File: src/rtl/jet_class_argmax.sv
// jet_class_argmax
// Output-classification stage of the Jet Tagging network. Takes the NCLASS
// signed logits of the final dense layer, walks them one class per cycle and
// reports the winning class, the winning logit and the saturated margin
// between the best and second-best logits.
//
// Ports
//   clk        : clock, rising edge
//   reset      : synchronous, active-high reset
//   in_valid   : in_logits holds a vector
//   in_ready   : block is idle and can take a vector
//   in_logits  : packed logits, class k at [k*WIDTH +: WIDTH]
//   out_valid  : result registers hold a valid result
//   out_ready  : consumer takes the result
//   out_class  : index of the largest logit (lowest index on ties)
//   out_max    : largest logit
//   out_margin : top1 - top2, clamped to 2^(WIDTH-1)-1
module jet_class_argmax #(
  parameter int WIDTH  = 25,
  parameter int NFRAC  = 12,
  parameter int NCLASS = 5
) (
  input  logic                        clk,
  input  logic                        reset,
  input  logic                        in_valid,
  output logic                        in_ready,
  input  logic [NCLASS*WIDTH-1:0]     in_logits,
  output logic                        out_valid,
  input  logic                        out_ready,
  output logic [$clog2(NCLASS)-1:0]   out_class,
  output logic [WIDTH-1:0]            out_max,
  output logic [WIDTH-1:0]            out_margin
);

  localparam int IW = $clog2(NCLASS);
  localparam logic [IW-1:0]           LAST_IDX = IW'(NCLASS - 1);
  localparam logic signed [WIDTH-1:0] MIN_VAL  = {1'b1, {(WIDTH-1){1'b0}}};
  localparam logic [WIDTH:0]          MAX_POS  = {2'b00, {(WIDTH-1){1'b1}}};

  // Elaboration-time parameter sanity: an argmax needs two classes, and the
  // fractional point has to sit inside the word.
  if (NCLASS < 2 || NFRAC < 0 || NFRAC >= WIDTH) begin : g_param_check
    $error("jet_class_argmax: illegal parameters");
  end

  typedef enum logic [1:0] {
    IDLE = 2'd0,
    SCAN = 2'd1,
    DONE = 2'd2
  } state_e;

  state_e                     state_q, state_d;
  logic                       out_valid_q;
  logic [NCLASS*WIDTH-1:0]    logits_q;
  logic [IW-1:0]              idx_q;
  logic signed [WIDTH-1:0]    best_q, second_q;
  logic [IW-1:0]              best_idx_q;
  logic [IW-1:0]              out_class_q;
  logic [WIDTH-1:0]           out_max_q, out_margin_q;

  logic signed [WIDTH-1:0]    cur_s;
  logic signed [WIDTH-1:0]    best_d, second_d;
  logic [IW-1:0]              best_idx_d;
  logic [WIDTH:0]             diff_s;
  logic [WIDTH-1:0]           margin_s;
  logic                       accept_s;

  assign accept_s = in_valid && in_ready;

  // State register; out_valid is registered from the next state so it has
  // no combinational dependence on out_ready.
  always_ff @(posedge clk) begin
    if (reset) begin
      state_q     <= IDLE;
      out_valid_q <= 1'b0;
    end else begin
      state_q     <= state_d;
      out_valid_q <= (state_d == DONE);
    end
  end

  // Next-state logic.
  always_comb begin
    state_d = state_q;
    case (state_q)
      IDLE: begin
        if (accept_s) state_d = SCAN;
        else          state_d = IDLE;
      end
      SCAN: begin
        if (idx_q == LAST_IDX) state_d = DONE;
        else                   state_d = SCAN;
      end
      DONE: begin
        if (out_ready) state_d = IDLE;
        else           state_d = DONE;
      end
      default: state_d = IDLE;
    endcase
  end

  // Output decode: input side is ready only when idle and out of reset.
  always_comb begin
    in_ready = 1'b0;
    if (state_q == IDLE && !reset) in_ready = 1'b1;
    else                           in_ready = 1'b0;
  end

  // One scan step: the current class sits in the low word of the shifted
  // capture register. Strict compare keeps the lower index on ties.
  always_comb begin
    cur_s      = logits_q[WIDTH-1:0];
    best_d     = best_q;
    second_d   = second_q;
    best_idx_d = best_idx_q;
    if (cur_s > best_q) begin
      second_d   = best_q;
      best_d     = cur_s;
      best_idx_d = idx_q;
    end else if (cur_s > second_q) begin
      second_d   = cur_s;
    end else begin
      second_d   = second_q;
    end
  end

  // Margin at WIDTH+1 bits; best >= second so the difference is never
  // negative and only the upper clamp is needed.
  always_comb begin
    diff_s = {best_d[WIDTH-1], best_d} - {second_d[WIDTH-1], second_d};
    if (diff_s > MAX_POS) margin_s = MAX_POS[WIDTH-1:0];
    else                  margin_s = diff_s[WIDTH-1:0];
  end

  // Datapath: capture on accept, shift and track top-two during scan,
  // latch the result on the last class. Results hold outside SCAN.
  always_ff @(posedge clk) begin
    if (reset) begin
      logits_q     <= {(NCLASS*WIDTH){1'b0}};
      idx_q        <= {IW{1'b0}};
      best_q       <= {WIDTH{1'b0}};
      second_q     <= {WIDTH{1'b0}};
      best_idx_q   <= {IW{1'b0}};
      out_class_q  <= {IW{1'b0}};
      out_max_q    <= {WIDTH{1'b0}};
      out_margin_q <= {WIDTH{1'b0}};
    end else begin
      case (state_q)
        IDLE: begin
          if (accept_s) begin
            logits_q   <= in_logits;
            idx_q      <= {IW{1'b0}};
            best_q     <= MIN_VAL;
            second_q   <= MIN_VAL;
            best_idx_q <= {IW{1'b0}};
          end
        end
        SCAN: begin
          logits_q   <= logits_q >> WIDTH;
          idx_q      <= idx_q + IW'(1);
          best_q     <= best_d;
          second_q   <= second_d;
          best_idx_q <= best_idx_d;
          if (idx_q == LAST_IDX) begin
            out_class_q  <= best_idx_d;
            out_max_q    <= best_d;
            out_margin_q <= margin_s;
          end
        end
        default: begin
        end
      endcase
    end
  end

  assign out_valid  = out_valid_q;
  assign out_class  = out_class_q;
  assign out_max    = out_max_q;
  assign out_margin = out_margin_q;

endmodule

File: config.mk
export PLATFORM = sky130hd
export DESIGN_NAME = jet_class_argmax
export DESIGN_NICKNAME = d
export VERILOG_FILES = /design/src/rtl/jet_class_argmax.sv
export SDC_FILE = /design/constraint.sdc
export NUM_CORES = 1
export LEC_CHECK = 0
export ABC_CLOCK_PERIOD_IN_PS = 7900
export BUFFER_PORTS_ARGS = -buffer_cell sky130_fd_sc_hd__buf_2
export CAP_MARGIN = 20
export CORE_UTILIZATION = 40
export CTS_CLUSTER_DIAMETER = 120
export DETAILED_ROUTE_END_ITERATION = 7
export GPL_TIMING_DRIVEN = 0
export PLACE_DENSITY = 0.59
export SYNTH_ARGS = -nofsm -noshare
export SYNTH_HDL_FRONTEND = slang
export SYNTH_SLANG_ARGS = --single-unit
File: constraint.sdc
create_clock -name clk -period 7.9 [get_ports clk]
set_input_delay 0.79 -clock clk [delete_from_list [all_inputs] [get_ports clk]]
set_output_delay 0.79 -clock clk [all_outputs]
set_load 0.05 [all_outputs]
==> results.cfg, run 1 <==
[outcome]
status = completed

[logic_synthesis]
syn_inst = 1690
synth_warnings = 0
synth_area_leaders = dfxtp_1 (37%), nand2_1 (8.9%), nor2_1 (8.2%)
seq_area_frac_synth_pct = 37.1
syn_nets = 1896
netlist.area_leader.share_pct = 37.1
synth_async_sr_flop_share_pct = 0
synth-edff-count = 0
synth_largest_area_cell = dfxtp_1
synthDistinctLibCells = 66
synth_area_um2 = 12800
synth_ff_type = dfxtp_1
synth_seq_cells = 237
avgSynthCellArea_um2 = 7.56

[clocking]
worst_skew_pair.late_latency_ns = 0.58
post_cts_buffers = 0
cts-root-buf = clkbuf_16
cts_tree = built
cts_resized = 0
htreeDepth = 1
ctsHoldBuffers = 0
clk_pin_slew_worst_paths_ns = 0.06
cts_buffers = 28
cts_buffer_depth = 3
cts.sinks = 237

[layout]
finalInstanceArea_um2 = 15200
final_common_cell = nand2_1
final_cells = 2329
drive_gt1_share_pct = 12.3
nNetsFinal = 2108
syn2layout_area_growth_pct = 18.7
final_cell_mix = nand2_1 (304), nor2_1 (278), dfxtp_1 (237)

[sta]
finalSetupViolations = 0
period_share_pct = 91.6
finalHoldViolations = 0
tightest_slew_ns = 0.899
rsz0062_at_grt = false
fin_hold_ws_ns = 0.443
relSlewSlack_pct = 40.1
maxSlewViolCount = 0
fmax_mhz = 138
period_needed_ns = 7.24
skew_ns = 0.0501
fin_tns_setup_ns = 0

[power]
power_density_nw_per_um2 = 277
ir_worst_vdd_v = 0.000217
leakagePower_uw = 0.00613
p_total_uw = 4200

[global_routing]
top_usage_layer = met2
gr-usage-met2_pct = 43.9
grt_usage_pct = 25.7
use_met1_pct = 32.4
overflow = 0
grt_max_degree = 17
antenna_found_initial = 7
grt_pass1_wl_mm = 66.7
use_met3_pct = 3.91
grt_pass1_vias = 12200

[setup_path]
end_kind = register
critPathSlowestCell = o31ai_1
crit_family = compound AO/OA/AOI/OAI gates
cp_common_cell = clkbuf_1
max_stage_delay_ns = 0.62
crit_path_start_kind = register
path_buf_inv = 6
cp.required_ns = 8.29
rrSetupSlack_ns = 0.66
critPathKind = reg -> reg
worstPathMaxFanout = 10
critPathArrivalTime_ns = 7.63

[floorplanning]
die_area_um2 = 32700
core_area_um2 = 31500
io-pin-count = 184
die_w_um = 181
rows = 65
die_y_um = 181
start_util_pct = 40.6

[detailed_routing]
post_drt_wl_per_cell_um = 18.3
drt-total-wl_mm = 42.7
viasPerCell = 5.43
route.vias.total = 12600
drtAntennaViolNets = 0
drt-pass1-iter-count = 5
first_iter_violations = 919
drc_errors = 0

[place]
placedInstanceArea_um2 = 14200
portBuffers = 182
post-dp-hpwl_mm = 34.1
place.gp.congestion = 0.938
dp_cells = 2274

[job]
maxCapViolCount = 0

[hold_path]
min_path_type = in -> reg
==> layer usage <==
| layer | wire length (µm) | share of wire, % |
|---|---|---|
| met5 | 23 | 0.054 |
| met4 | 1650 | 3.9 |
| met1 | 18900 | 44 |
| met2 | 19700 | 46 |
| met3 | 2350 | 5.5 |
==> through the flow <==
stage	setup WS, ns	utilization (%)
global placement	0.801	45.1
CTS	0.715	48.1
global route	0.222	48.1
floorplan	2.25	-
detailed placement	0.755	45.1
finish	0.660	48.2
==> sequential cells by signal, summed over array words and instances, names as in the netlist <==
register	cells
out_margin	25
best_idx_q	3
out_class	3
second_q	25
out_max	25
out_valid	1
best_q	25
logits_q	125
idx_q	3
state_q	2
==> cells in the mapped netlist, types with 8 or more instances <==
library cell / instances
a31oi_1: 48
a211oi_1: 56
nor2_1: 278
buf_1: 18
inv_1: 90
ha_1: 76
mux2i_1: 25
a21o_1: 14
clkbuf_1: 106
xnor2_1: 15
nand4_1: 16
a21oi_1: 79
nand2b_1: 8
nand2_1: 304
dfxtp_1: 237
nand3_1: 36
a311oi_1: 101
nor3_1: 9
o21ai_0: 70
==> worst paths after layout <==
path	from	endpoint	cells after the start
max	best_q[4]	out_margin[22]	25
min	in_logits[119]	logits_q[119]	3
max reg2reg	best_q[4]	out_margin[22]	25
min reg2reg	logits_q[111]	logits_q[111]	2
==> report_power, final <==
part | internal, µW | switching [µW] | total (µW)
logic | 557 | 984 | 1540
clock network | 808 | 526 | 1330
registers | 1270 | 61.1 | 1330
==> final cells by class <==
type / count / area (µm²)
diodes: 5 / 12.5
plain buffers: 128 / 497
clock buffers: 42 / 813
clock inverters: 8 / 144
fillers: 3293 / 16300
inverters: 90 / 338
multi-input cells: 1235 / 7200
flip-flops and latches: 237 / 4740
well taps: 402 / 503
repair buffers: 182 / 911
==> kinds of logic after synthesis <==
family | synth area share (%)
and+or+nand+nor | 22.1
AOI/OAI and AO/OA | 23.1
DFF | 37.1
buffers and inverters | 6.53
adders and majority gates | 7.60
muxes | 2.05
xor gates and xnor gates | 1.51
==> worst reg2reg max path: cells and delay by family (launching register included) <==
family,cells,cell delay (ns)
flops,1,0.33
simple gates,5,1.10
compound gates,11,2.70
mux,1,0.52
buf+inv,6,1.80
fa+ha+maj,2,0.63
(Power assumes the default switching activity.)
==> run 2, diff against run 1 <==
--- a/config.mk
+++ b/config.mk
@@ -13,6 +13,7 @@
 export DETAILED_ROUTE_END_ITERATION = 7
 export GPL_TIMING_DRIVEN = 0
 export PLACE_DENSITY = 0.59
+export RECOVER_POWER = 50
 export SYNTH_ARGS = -nofsm -noshare
 export SYNTH_HDL_FRONTEND = slang
 export SYNTH_SLANG_ARGS = --single-unit
==> run 2 against run 1 <==
  * Total power hardly changed
  * Sequential cell count stayed put
  * Maximum frequency is 0.15% lower
  * Sequential share of layout area is 0.14 points higher
  * Global-route usage stayed put
  * Clock skew is 0.00061 ns higher
  * Die area stayed put
  * Wire length hardly changed
  * Via count is 0.17% lower
  * Critical path depth is 1 lower
==> results.cfg, run 2 (same netlist as run 1, synthesis figures left out) <==
[floorplanning]
die_w_um = 181
io-pin-count = 184
rows = 65
core_area_um2 = 31500
start_util_pct = 40.6
die_y_um = 181
die_area_um2 = 32700

[clocking]
worst_skew_pair.late_latency_ns = 0.58
htreeDepth = 1
cts_buffer_depth = 3
post_cts_buffers = 0
cts_tree = built
cts_resized = 0
cts_buffers = 28
cts.sinks = 237
clk_pin_slew_worst_paths_ns = 0.06
cts-root-buf = clkbuf_16
ctsHoldBuffers = 0

[power]
ir_worst_vdd_v = 0.000217
power_frac_comb_pct = 36.7
power_frac_clock_pct = 31.7
p_int_uw = 2630
switching_share_pct = 37.4
pwr-share-seq_pct = 31.6
leakagePower_uw = 0.00588
power_density_nw_per_um2 = 278
p_switching_uw = 1570

[sta]
tightest_slew_ns = 0.887
fin_hold_ws_ns = 0.442
relSlewSlack_pct = 40.9
finalSetupViolations = 0
rsz0062_at_grt = false
skew_ns = 0.0507
fin_tns_setup_ns = 0
fmax_mhz = 138
period_needed_ns = 7.25
finalHoldViolations = 0
maxSlewViolCount = 0
period_share_pct = 91.8

[setup_path]
crit_path_start_kind = register
end_kind = register
critPathArrivalTime_ns = 7.64
cp.required_ns = 8.29
worstPathMaxFanout = 10
critPathKind = reg -> reg

[global_routing]
grt_pass1_wl_mm = 66.7
grt_pass1_vias = 12200
overflow = 0
grt_max_degree = 17
grt_usage_pct = 25.7
antenna_found_initial = 7

[layout]
nNetsFinal = 2108
drive_gt1_share_pct = 9.47
final_common_cell = nand2_1
largest_register_ffs = 125
multi_input_area_um2 = 7200
syn2layout_area_growth_pct = 18.1
seqCellArea_um2 = 4740
top_register = logits_q
nFillCells = 3302
final_cell_mix = nand2_1 (304), nor2_1 (278), dfxtp_1 (237)
final_util_pct = 48.0

[detailed_routing]
drc_errors = 0
drtAntennaViolNets = 0
viasPerCell = 5.42
post_drt_wl_per_cell_um = 18.3
drt-pass1-iter-count = 5
first_iter_violations = 894
drt-total-wl_mm = 42.7
route.vias.total = 12600

[outcome]
status = completed

[hold_path]
min_path_type = in -> reg

[place]
portBuffers = 182
place.gp.congestion = 0.938
post-dp-hpwl_mm = 34.1

[job]
maxCapViolCount = 0
run 2: cell types whose count changed in the layout (fill, tap and decap cells not counted):
cell,before,now
and2_1,3,2
buf_1,18,13
clkbuf_1,114,174
buf_2,183,128
and2_0,0,1
run 2: power by group through the flow:
stage | Clock (µW) | Combinational (µW) | Sequential [µW]
6_report | 1330 | 1540 | 1330
5_1_grt | 1410 | 1700 | 1330
4_1_cts | 1350 | 1520 | 1330
3_5_place_dp | 0 | 1520 | 1350
3_3_place_gp | 0 | 1500 | 1350
2_1_floorplan | 0 | 1100 | 1330
run 2: per-layer routing:
metal,wire length (µm),vias up,GRT usage (%)
met3,2550,78,3.91
met2,19700,409,43.9
li1,-,6342,-
met5,23,-,0
met4,1650,4,9.98
met1,18700,5782,32.4
run 2: final cells by class:
type | count | share of cell area [%]
Antenna cell | 5 | 0.0829
Tap cell | 402 | 3.33
Inverter | 90 | 2.24
Buffer | 128 | 3.29
Multi-Input combinational cell | 1235 | 47.7
Clock buffer | 42 | 5.39
Clock inverter | 8 | 0.953
Timing Repair Buffer | 182 | 5.58
Sequential cell | 237 | 31.4
run 2: worst max-delay path, cell delays in order (launching register included):
cell	delay [ns]
dfxtp_1	0.33
clkbuf_1	0.35
inv_1	0.17
ha_1	0.32
and4_1	0.23
a21boi_0	0.13
o211a_1	0.24
o21a_1	0.29
nor2_1	0.29
clkbuf_1	0.46
buf_1	0.63
mux2i_1	0.44
inv_1	0.09
ha_1	0.35
o21ai_0	0.14
a21oi_1	0.30
or4_1	0.16
o31ai_1	0.07
nand4b_1	0.28
o31ai_1	0.62
a21oi_1	0.14
o31a_1	0.33
o31ai_4	0.39
buf_4	0.25
a211oi_1	0.09
run 2: worst paths after layout:
path | from | to | slack (ns) | depth (start not counted)
setup / recovery | best_q[4] | out_margin[22] | 0.65 | 24
hold / removal | in_logits[119] | logits_q[119] | 0.44 | 3
setup reg to reg | best_q[4] | out_margin[22] | 0.65 | 24
hold reg to reg | logits_q[111] | logits_q[111] | 0.45 | 2
run 2: stage by stage:
stage	worst slack (ns)	instance area, µm²	total power [µW]	cells
floorplan	2.25	12800	2430	1690
global placement	0.801	14200	2850	2274
detailed placement	0.755	14200	2870	2274
CTS	0.715	15100	4200	2324
global route	0.222	15100	4440	2324
finish	0.650	15100	4200	2329
